### config.mk
export PLATFORM = sky130hd
export DESIGN_NAME = net_infer_seq
export DESIGN_NICKNAME = d
export VERILOG_FILES = /design/src/rtl/net_infer_seq_pkg.sv /design/src/rtl/net_result_fifo.sv /design/src/rtl/net_infer_seq.sv
export SDC_FILE = /design/constraint.sdc
export NUM_CORES = 1
export LEC_CHECK = 0
export CORE_AREA = 2 2 333 335
export CTS_CLUSTER_DIAMETER = 120
export DETAILED_ROUTE_END_ITERATION = 10
export DIE_AREA = 0 0 335 337
export PLACE_DENSITY_LB_ADDON = 0.12
export SETUP_SLACK_MARGIN = 0.4
export SLEW_MARGIN = 20
export SYNTH_ARGS = -nofsm -noshare
export SYNTH_HDL_FRONTEND = slang
export SYNTH_HIERARCHICAL = 1
export SYNTH_SLANG_ARGS = --single-unit
export TNS_END_PERCENT = 10
### constraint.sdc
create_clock -name clk -period 7.6 [get_ports clk]
set_input_delay 0.76 -clock clk [delete_from_list [all_inputs] [get_ports clk]]
set_output_delay 0.76 -clock clk [all_outputs]
set_load 0.005 [all_outputs]
### src/rtl/net_infer_seq_pkg.sv
// Shared types and default constants for the logic-gate network sequencer.
package net_infer_seq_pkg;

   // Network geometry: 20x20 binarized image in, class index out.
   localparam int NET_INPUTS         = 400;
   localparam int NET_OUTPUT_BITS    = 4;

   // Sequencer defaults.
   localparam int NET_SETTLE_CYCLES  = 2;
   localparam int NET_RES_FIFO_DEPTH = 4;
   localparam int NET_TAG_W          = 8;

   typedef enum logic [1:0] {
      IDLE    = 2'd0,
      SETTLE  = 2'd1,
      CAPTURE = 2'd2
   } seq_state_t;

   // Result entry at the default tag width; the sequencer re-declares it
   // locally when its tag width is overridden.
   typedef struct packed {
      logic [NET_TAG_W-1:0]       tag;
      logic [NET_OUTPUT_BITS-1:0] cls;
   } net_result_t;

   // Increment that sticks at all-ones instead of wrapping.
   function automatic logic [31:0] sat_inc32(input logic [31:0] v);
      return (v == 32'hFFFF_FFFF) ? v : v + 32'd1;
   endfunction

endpackage

### src/rtl/net_result_fifo.sv
// Small synchronous result FIFO with a combinational head view.
// Pointers carry one extra bit so full and empty are distinguishable.
module net_result_fifo
   import net_infer_seq_pkg::*;
#(
   parameter int  DEPTH = NET_RES_FIFO_DEPTH,
   parameter type T     = net_result_t
) (
   input  logic clk,
   input  logic rst_n,
   input  logic push,
   input  T     push_data,
   input  logic pop,
   output T     head,
   output logic full,
   output logic empty
);

   localparam int AW = (DEPTH > 1) ? $clog2(DEPTH) : 1;

   T           mem_q [DEPTH];
   logic [AW:0] wr_ptr_q, wr_ptr_d;
   logic [AW:0] rd_ptr_q, rd_ptr_d;
   logic        do_push;
   logic        do_pop;

   assign empty   = (wr_ptr_q == rd_ptr_q);
   assign full    = (wr_ptr_q[AW] != rd_ptr_q[AW]) &&
                    (wr_ptr_q[AW-1:0] == rd_ptr_q[AW-1:0]);
   // A push into a full FIFO is legal only when the head leaves on the same edge.
   assign do_pop  = pop && !empty;
   assign do_push = push && (!full || do_pop);
   assign head    = mem_q[rd_ptr_q[AW-1:0]];

   // Next pointer values; both wrap naturally through the extra bit.
   always_comb begin
      wr_ptr_d = wr_ptr_q;
      rd_ptr_d = rd_ptr_q;
      if (do_push) wr_ptr_d = wr_ptr_q + 1'b1;
      if (do_pop)  rd_ptr_d = rd_ptr_q + 1'b1;
   end

   // Pointer registers and storage; storage is cleared so the head reads zero after reset.
   always_ff @(posedge clk or negedge rst_n) begin
      if (!rst_n) begin
         wr_ptr_q <= '0;
         rd_ptr_q <= '0;
         for (int i = 0; i < DEPTH; i++) mem_q[i] <= '0;
      end else begin
         wr_ptr_q <= wr_ptr_d;
         rd_ptr_q <= rd_ptr_d;
         if (do_push) mem_q[wr_ptr_q[AW-1:0]] <= push_data;
      end
   end

endmodule

### src/rtl/net_infer_seq.sv
// Sequencer around the combinational gate network: latch an image onto the
// network inputs, let it settle, capture the class with a sequence tag.
module net_infer_seq
   import net_infer_seq_pkg::*;
#(
   parameter int SETTLE_CYCLES = NET_SETTLE_CYCLES,
   parameter int FIFO_DEPTH    = NET_RES_FIFO_DEPTH,
   parameter int TAG_W         = NET_TAG_W
) (
   input  logic                       clk,
   input  logic                       rst_n,
   input  logic                       in_valid,
   output logic                       in_ready,
   input  logic [NET_INPUTS-1:0]      in_data,
   output logic [NET_INPUTS-1:0]      net_i,
   input  logic [NET_OUTPUT_BITS-1:0] net_o,
   output logic                       out_valid,
   input  logic                       out_ready,
   output logic [NET_OUTPUT_BITS-1:0] out_data,
   output logic [TAG_W-1:0]           out_tag,
   output logic                       busy,
   output logic [31:0]                infer_count
);

   typedef struct packed {
      logic [TAG_W-1:0]           tag;
      logic [NET_OUTPUT_BITS-1:0] cls;
   } res_t;

   seq_state_t                state_q, state_d;
   logic [NET_INPUTS-1:0]     net_i_q, net_i_d;
   logic [7:0]                cnt_q, cnt_d;
   logic [TAG_W-1:0]          tag_q, tag_d;
   logic [31:0]               infer_count_q, infer_count_d;

   logic fifo_full;
   logic fifo_empty;
   logic pop;
   logic push_ok;
   logic push;
   res_t push_entry;
   res_t head;

   assign out_valid   = !fifo_empty;
   assign pop         = out_valid && out_ready;
   assign push_ok     = !fifo_full || pop;
   assign push        = (state_q == CAPTURE) && push_ok;
   assign push_entry  = '{tag: tag_q, cls: net_o};

   assign in_ready    = (state_q == IDLE);
   assign busy        = (state_q != IDLE) || !fifo_empty;
   assign net_i       = net_i_q;
   assign out_data    = head.cls;
   assign out_tag     = head.tag;
   assign infer_count = infer_count_q;

   // Next-state logic: accept in IDLE, count down in SETTLE, push when room in CAPTURE.
   always_comb begin
      state_d       = state_q;
      net_i_d       = net_i_q;
      cnt_d         = cnt_q;
      tag_d         = tag_q;
      infer_count_d = infer_count_q;
      case (state_q)
         IDLE: begin
            if (in_valid) begin
               net_i_d = in_data;
               cnt_d   = 8'(SETTLE_CYCLES - 1);
               state_d = SETTLE;
            end
         end
         SETTLE: begin
            if (cnt_q == 8'd0) state_d = CAPTURE;
            else               cnt_d   = cnt_q - 8'd1;
         end
         CAPTURE: begin
            // net_i stays put while stalled so the captured class stays valid.
            if (push_ok) begin
               tag_d         = tag_q + 1'b1;
               infer_count_d = sat_inc32(infer_count_q);
               state_d       = IDLE;
            end
         end
         default: state_d = IDLE;
      endcase
   end

   // Sequencer state, network drive, settle counter, tag and result counter.
   always_ff @(posedge clk or negedge rst_n) begin
      if (!rst_n) begin
         state_q       <= IDLE;
         net_i_q       <= '0;
         cnt_q         <= '0;
         tag_q         <= '0;
         infer_count_q <= '0;
      end else begin
         state_q       <= state_d;
         net_i_q       <= net_i_d;
         cnt_q         <= cnt_d;
         tag_q         <= tag_d;
         infer_count_q <= infer_count_d;
      end
   end

   net_result_fifo #(
      .DEPTH (FIFO_DEPTH),
      .T     (res_t)
   ) u_fifo (
      .clk       (clk),
      .rst_n     (rst_n),
      .push      (push),
      .push_data (push_entry),
      .pop       (pop),
      .head      (head),
      .full      (fifo_full),
      .empty     (fifo_empty)
   );

endmodule

==> results of run 1 <==
[sequential cells by signal, indices dropped and copies added, names as in the netlist]
name,cells
cnt_q,8
u_fifo/wr_ptr_q,3
u_fifo/mem_q,48
u_fifo/rd_ptr_q,3
tag_q,8
state_q,2
net_i,400
infer_count,32
[power by group through the flow]
| stage | Combinational [mW] | Sequential [mW] | Clock [mW] |
|---|---|---|---|
| after CTS | 5.07 | 4.59 | 3.32 |
| after global routing | 5.29 | 4.74 | 3.43 |
| after detailed placement | 5.05 | 4.62 | 0 |
| final | 4.94 | 4.56 | 3.16 |
| after floorplan | 1.72 | 4.58 | 0 |
| after global placement | 5.03 | 4.59 | 0 |
[cells by family (layout without fill, tap and decap cells)]
family / count (synthesis) / after routing
DFF: 504 / 504
muxes: 464 / 464
and+or+nand+nor: 116 / 116
buffers and inverters: 67 / 1002
xor gates and xnor gates: 48 / 48
AOI/OAI and AO/OA: 29 / 29
adders and majority gates: 9 / 9
other: 0 / 3
[cells in the final DEF (no fill, tap or decap), drive strengths merged, types with 2 or more instances in the layout]
master,count
bufinv,3
nor3,6
xnor2,28
dfrtp,504
xor2,20
nand3,21
inv,16
o41ai,5
clkbuf,106
mux2,452
a2111oi,2
or3,2
diode,3
ha,9
nand4b,2
and3,8
buf,14
o31ai,2
o311ai,3
nor2,24
clkdlybuf4s50,853
nand2,21
a21oi,3
nand2b,2
a21o,2
nor4,5
clkinv,10
mux4,12
or4,2
nand4,14
o2111ai,2
o21ai,4
and2,5
[layer usage]
metal  share of wire  wire length, µm  GRT usage
met1            0.36            28000      0.141
met2            0.51            39800      0.234
met3           0.095             7400     0.0573
met4           0.029             2240     0.0468
met5          0.0010               80          0
[layout make-up]
| cell class | instances | area (µm²) | area share |
|---|---|---|---|
| Clock buffer | 105 | 2010 | 0.0621 |
| Multi-Input combinational cell | 666 | 6940 | 0.215 |
| Clock inverter | 16 | 178 | 0.00550 |
| Antenna cell | 3 | 7.51 | 0.000232 |
| Tap cell | 1426 | 1780 | 0.0552 |
| Inverter | 13 | 48.8 | 0.00151 |
| Sequential cell | 504 | 12600 | 0.391 |
| Timing Repair Buffer | 868 | 8710 | 0.270 |
[path summary, 6_finish.rpt]
check / endpoint / slack (ns) / from / cells after the start
setup / recovery: busy / 3.93 / u_fifo/rd_ptr_q[1] / 4
hold / removal: net_i[328] / 0.21 / rst_n / 1
setup reg to reg: u_fifo/mem_q[40] / 3.94 / u_fifo/rd_ptr_q[1] / 7
hold reg to reg: u_fifo/mem_q[46] / 0.49 / u_fifo/mem_q[46] / 1
max in group asynchronous: net_i[291] / 5.60 / rst_n / 3
min in group clk: u_fifo/mem_q[46] / 0.49 / u_fifo/mem_q[46] / 1
[stage by stage]
stage / std cells / cell area, µm² / hold WS [ns] / util / total power, mW
3_5_place_dp: 3475 / 30100 / 0.479 / 0.274 / 9.67
6_report: 3601 / 32300 / 0.205 / 0.295 / 12.7
3_3_place_gp: 3475 / 30100 / 0.470 / 0.274 / 9.62
4_1_cts: 3596 / 32300 / 0.186 / 0.294 / 13.0
5_1_grt: 3601 / 32300 / 0.232 / 0.295 / 13.5
2_1_floorplan: 1237 / 19900 / 0.459 / - / 6.30
[worst max-delay path, delay by kind of cell, from the launching register on]
kind	cells	cell delay (ns)
and+or+nand+nor	2	0.31
DFF	1	0.83
xor gates and xnor gates	1	0.62
buffers and inverters	1	0.56
==> Flow_metrics.wiki, run 1 <==
{| class="wikitable"
! Metric !! Value
|-
| Status || finished, final reports clean
|-
| Top fanout value on the critical path || 15
|-
| Number of detailed-route iterations in the first pass || 4
|-
| Post-synthesis adder-cell area fraction || 0.00566
|-
| Slowest CP cell || sky130_fd_sc_hd__dfrtp_1
|-
| Count of cell types in the netlist || 59
|-
| Switching Fraction || 0.289
|-
| Count of port buffers added during placement || roughly 850
|-
| Post-Syn Nets || 1654
|-
| Final antenna-violating net count || 0
|-
| Clock root cell || sky130_fd_sc_hd__clkbuf_16
|-
| Dominant cell type by area after synthesis || sky130_fd_sc_hd__dfrtp_1
|-
| Mux share of post-synthesis cell area || 0.270
|-
| Sequential area share after synthesis || 0.634
|-
| Clock tree from TritonCTS || built
|-
| Area enclosed by the die boundary || ~110000 µm²
|-
| Drc violations || 0
|-
| Compound-gate portion of the synthesized area || 0.0167
|-
| Fraction of final layout cells sized beyond drive strength 1 || 0.273
|-
| Pin count of the biggest net entering global routing || roughly 160
|-
| Most numerous cell types in the synthesized netlist || 504 x sky130_fd_sc_hd__dfrtp_1, 441 x sky130_fd_sc_hd__mux2_2, 47 x sky130_fd_sc_hd__buf_2
|-
| TNS Setup || 0 ns
|-
| Core region area || 110000 µm²
|-
| Number of buffers on the longest clock path || 3
|-
| Layout fillers || around 11000
|-
| Starting utilization of the core area || 0.181
|-
| Wire length reported by the detailed router || roughly 77 mm
|-
| Post-Place Worst Slack || between 3 and 4 ns
|-
| Post-CTS Resized || 0
|-
| Leakage || 13.0 nW
|-
| Post-synth EDFFs || 0
|-
| WL/cell || roughly 22 µm
|-
| Achievable Freq || roughly 0.27 GHz
|-
| Half-perimeter wire length after placement || a little under 60 mm
|-
| Final number of setup-violating endpoints || 0
|-
| Overall global routing resource usage || 0.133
|-
| Worst setup margin || roughly 4 ns
|-
| Area growth from synthesis to layout || 62.4%
|-
| Final Critical Period || between 3 and 4 ns
|-
| Register share of total power || 0.360
|-
| Netlist Area Pre-Place || between 15000 and 20000 µm²
|-
| Setup repair after global routing missed its margin || no
|-
| Mean post-synth cell area || about 16 µm²
|-
| Hold-fix buffer count after cts || 0
|-
| Core Rows || 122
|-
| Clock latency on the worst-skew pair || roughly 0.62 ns
|-
| Via count of the first global-routing pass || between 15000 and 20000
|-
| Worst Path Required || between 6 and 7 ns
|-
| Synth Register Bits || 504
|-
| Setup repair bufs after CTS || 0
|-
| Top cells by area, synth || sky130_fd_sc_hd__dfrtp_1 63%, sky130_fd_sc_hd__mux2_2 25%, sky130_fd_sc_hd__mux4_2 1.4%, sky130_fd_sc_hd__xnor2_1 1.2%, sky130_fd_sc_hd__buf_2 1.2%
|-
| Top cell type's share of synthesized area || 0.634
|-
| Final hold violation count || 0
|-
| Arr. time, crit path || around 2.9 ns
|-
| Simple-gate share of the synthesized area || 0.0343
|-
| Class of the worst hold path || primary input to asynchronous set/reset pin
|-
| Peak supply drop || 0.000167 V
|-
| Final weighted congestion in routability-driven placement || slightly below 0.8
|-
| Total internal power || about 9 mW
|-
| Largest incremental delay on the critical path || a little over 0.8 ns
|-
| Synth warn || 6
|-
| Vias after detailed routing || 13884
|-
| Final worst-path cycle share || 0.482
|-
| Avg Vias per Cell || 3.86
|-
| Total grt overflow || 0
|-
| Fraction of power consumed by combinational cells || 0.390
|-
| Switching power of the nets || 3.66 mW
|-
| Main combinational cell family by area after synthesis || multiplexers
|-
| Most repeated cell in the gate-level netlist after synthesis || sky130_fd_sc_hd__dfrtp_1
|-
| Proportion of register bits with asynchronous set or reset after synthesis || 1.00
|-
| Crit. End Element || primary output
|-
| Clk_skew || approximately 0.026 ns
|-
| I/O pin count || around 860
|-
| Post-synthesis share of cell area spent on xor and xnor gates || 0.0228
|-
| Deepest level of the CTS H-tree || 3
|-
| DIE HEIGHT || between 300 and 400 µm
|-
| Final Slew Violations || 0
|-
| Portion of total power attributed to the clock network || 0.250
|-
| Max Cap Viol || 0
|-
| Die width || approximately 340 µm
|-
| Number of antenna violations at the first check in global routing || 12
|-
| Worst slew margin relative to its limit || 0.317
|-
| Type of the worst setup path || flip-flop to primary output
|-
| List of cells traversed by the critical path || xor2_2 -> nor3_1 -> nand2_1 -> clkdlybuf4s50_1
|-
| Slew at the pin closest to its max-slew limit || between 1 and 1.5 ns
|-
| First-pass GRT wire length || between 100 and 150 mm
|-
| Dominant synthesized flop cell || sky130_fd_sc_hd__dfrtp_1
|-
| Count of nets after finishing || 2539
|-
| Clk sinks || a little over 500
|-
| Clock transition at the registers of the reported paths || ~0.050 ns
|-
| Number of buffers inserted during clock tree synthesis || between 60 and 70
|-
| Power density of the placed cells || 392 nW/µm²
|-
| Number of design-rule violations left by the first detailed-router iteration || just under 400
|-
| CP startpoint kind || flip-flop
|-
| Synthesized instance count || 1237
|}
(Power assumes the default switching activity.)
==> run 2: changes to the inputs <==
==> constraint.sdc (replaced) <==
create_clock -name clk -period 3.15 [get_ports clk]
set_input_delay 0.315 -clock clk [delete_from_list [all_inputs] [get_ports clk]]
set_output_delay 0.315 -clock clk [all_outputs]
set_load 0.005 [all_outputs]
==> run 2 against run 1 <==
Effect of this change: routed wire length rose by 0.10%; worst hold slack improved by 0.092 ns; sequential power grew 140%; critical path depth fell by 1; largest cell class unchanged; worst setup slack worse by 3.4 ns; sequential share of layout area down 0.53 points; non-clock buffer count is 28 higher; core utilization increased by 0.40 points; design area up 1.4%; clock-buffer cell count decreased by 11; critical path type unchanged; total power rose by 150%.
==> Flow_metrics.wiki, run 2 (synthesis gave the netlist of run 1 again) <==
{| class="wikitable"
! Metric !! Value
|-
| Slew at the pin closest to its max-slew limit || 0.683 ns
|-
| Portion of total power attributed to the clock network || 0.253
|-
| Clk sinks || 504
|-
| Type of the worst setup path || flip-flop to primary output
|-
| Final worst-path cycle share || 0.839
|-
| Arr. time, crit path || between 2 and 2.5 ns
|-
| Worst reg2reg path endpoint || u_fifo/mem_q[2]
|-
| Most common cell after layout, fill and taps aside || sky130_fd_sc_hd__clkdlybuf4s50_1
|-
| Via count of the first global-routing pass || about 15000
|-
| Fraction of power consumed by combinational cells || 0.397
|-
| Max Cap Viol || 0
|-
| Total internal power || between 20 and 25 mW
|-
| Switching power of the nets || between 8 and 9 mW
|-
| Final weighted congestion in routability-driven placement || ~0.8
|-
| Power density of the placed cells || 947 nW/µm²
|-
| Min-Delay Path Depth || 2
|-
| Clock transition at the registers of the reported paths || roughly 0.06 ns
|-
| Number of design-rule violations left by the first detailed-router iteration || around 420
|-
| DIE HEIGHT || 337 µm
|-
| Setup repair after global routing missed its margin || yes
|-
| Most frequent cells in the layout || 853 x sky130_fd_sc_hd__clkdlybuf4s50_1, 504 x sky130_fd_sc_hd__dfrtp_1, 441 x sky130_fd_sc_hd__mux2_2
|-
| GR Layer Usage met2 || 0.235
|-
| Number of antenna violations at the first check in global routing || 18
|-
| Total grt overflow || 0
|-
| Area growth from synthesis to layout || 64.6%
|-
| Core region area || 110000 µm²
|-
| Overall global routing resource usage || 0.133
|-
| Wire length reported by the detailed router || 77.5 mm
|-
| Peak supply drop || around 0.00036 V
|-
| Clock root cell || sky130_fd_sc_hd__clkbuf_16
|-
| Achievable Freq || between 0.3 and 0.4 GHz
|-
| Final number of setup-violating endpoints || 0
|-
| Die width || 335 µm
|-
| Register share of total power || 0.350
|-
| I/O pin count || roughly 860
|-
| Clock latency on the worst-skew pair || roughly 0.62 ns
|-
| GR peak layer || met2
|-
| Clk_skew || a little over 0.02 ns
|-
| Number of flip-flops in the largest register || 400
|-
| WL/cell || ~21 µm
|-
| Top fanout value on the critical path || 15
|-
| Worst slew margin relative to its limit || 0.544
|-
| Drc violations || 0
|-
| Number of cells traversed by the worst register-to-register path || 9
|-
| Class of the worst hold path || primary input to flip-flop
|-
| Met1 track utilization from global routing || 0.142
|-
| Deepest level of the CTS H-tree || 3
|-
| Crit. End Element || primary output
|-
| Number of buffers on the longest clock path || 3
|-
| CP startpoint kind || flip-flop
|-
| HP Start || in_data[119]
|-
| Avg Vias per Cell || about 3.8
|-
| Layout fillers || ~11000
|-
| Final hold violation count || 0
|-
| Count of port buffers added during placement || between 800 and 900
|-
| TNS Setup || 0 ns
|-
| Number of buffers inserted during clock tree synthesis || 68
|-
| Worst Path Required || approximately 2.8 ns
|-
| Count of nets after finishing || between 2000 and 3000
|-
| Number of detailed-route iterations in the first pass || 4
|-
| First-pass GRT wire length || about 110 mm
|-
| Fraction of final layout cells sized beyond drive strength 1 || 0.287
|-
| Final antenna-violating net count || 0
|-
| Met3 routing resource usage after global routing || 0.0541
|-
| Count of placed standard cells including taps || around 3500
|-
| Leakage || about 13 nW
|-
| Switching Fraction || 0.289
|-
| Status || finished, final reports clean
|-
| Worst-case hold path end point || net_i[119]
|-
| Area enclosed by the die boundary || between 100000 and 150000 µm²
|-
| Pin count of the biggest net entering global routing || around 100
|-
| Origin of the critical flop-to-flop path || u_fifo/wr_ptr_q[0]
|-
| Clock tree from TritonCTS || built
|-
| Core Rows || approximately 120
|-
| Vias after detailed routing || ~14000
|-
| Setup slack of the most critical reg-to-reg path || 0.57 ns
|-
| Final Slew Violations || 0
|-
| Half-perimeter wire length after placement || 59.6 mm
|-
| WHS || 0.297 ns
|-
| Non-filler cells in the finished layout || around 3600
|-
| Final Critical Period || roughly 2.6 ns
|-
| Starting utilization of the core area || 0.181
|}
==> run 2: power groups by stage <==
stage                     clock network [mW]  logic (mW)  registers, mW
after detailed placement                   0        12.5           11.0
after CTS                               8.22        12.6           10.9
after global placement                     0        12.5           10.9
final                                   7.85        12.3           10.9
after floorplan                            0        4.16           11.0
after global routing                    8.49        13.2           11.3
==> run 2: worst max-delay path by stage <==
stage / depth (start not counted) / start / endpoint
floorplan: 9 / u_fifo/rd_ptr_q[1] / u_fifo/mem_q[36]
global placement: 10 / u_fifo/wr_ptr_q[1] / u_fifo/mem_q[45]
detailed placement: 10 / u_fifo/wr_ptr_q[1] / u_fifo/mem_q[38]
CTS: 3 / u_fifo/rd_ptr_q[0] / out_tag[7]
global route: 3 / u_fifo/rd_ptr_q[0] / out_tag[5]
finish: 3 / u_fifo/rd_ptr_q[0] / out_tag[7]
==> run 2: layout make-up <==
type / count / area, µm² / share of cell area
Sequential cell: 504 / 12600 / 0.385
Tap cell: 1426 / 1780 / 0.0545
Clock inverter: 26 / 318 / 0.00971
Antenna cell: 6 / 15.0 / 0.000459
Multi-Input combinational cell: 666 / 6980 / 0.213
Clock buffer: 94 / 1930 / 0.0591
Timing Repair Buffer: 896 / 9040 / 0.276
Inverter: 13 / 55.1 / 0.00168
==> run 2: metrics by stage <==
| step | util | area, µm² | setup slack [ns] | power (mW) |
|---|---|---|---|---|
| after floorplan | - | 19900 | 0.434 | 15.2 |
| after global placement | 0.277 | 30400 | 0.0793 | 23.4 |
| after detailed placement | 0.277 | 30400 | 0.0150 | 23.5 |
| after CTS | 0.298 | 32700 | 0.371 | 31.8 |
| after global routing | 0.299 | 32700 | 0.382 | 33.0 |
| final | 0.299 | 32700 | 0.507 | 31.0 |
==> run 2: per-layer routing <==
metal,wire length [µm],part of all wire
met5,120,0.0015
met4,2080,0.027
met3,7060,0.091
met2,39900,0.52
met1,28300,0.37
==> run 2: what timing repair did <==
item	in CTS	in global routing
gates cloned	0	1
setup buffers	2	3
pin swaps	2	1
endpoints found under the setup margin	68	56
endpoints found under the hold margin	53	0
resized for setup	6	10
hold buffers	1	0
==> run 2: worst max-delay path, stage by stage, from the launching register on <==
cell and delay (ns):
sky130_fd_sc_hd__dfrtp_1 0.46, sky130_fd_sc_hd__buf_12 0.22, sky130_fd_sc_hd__mux4_2 0.55, sky130_fd_sc_hd__clkdlybuf4s50_1 0.47
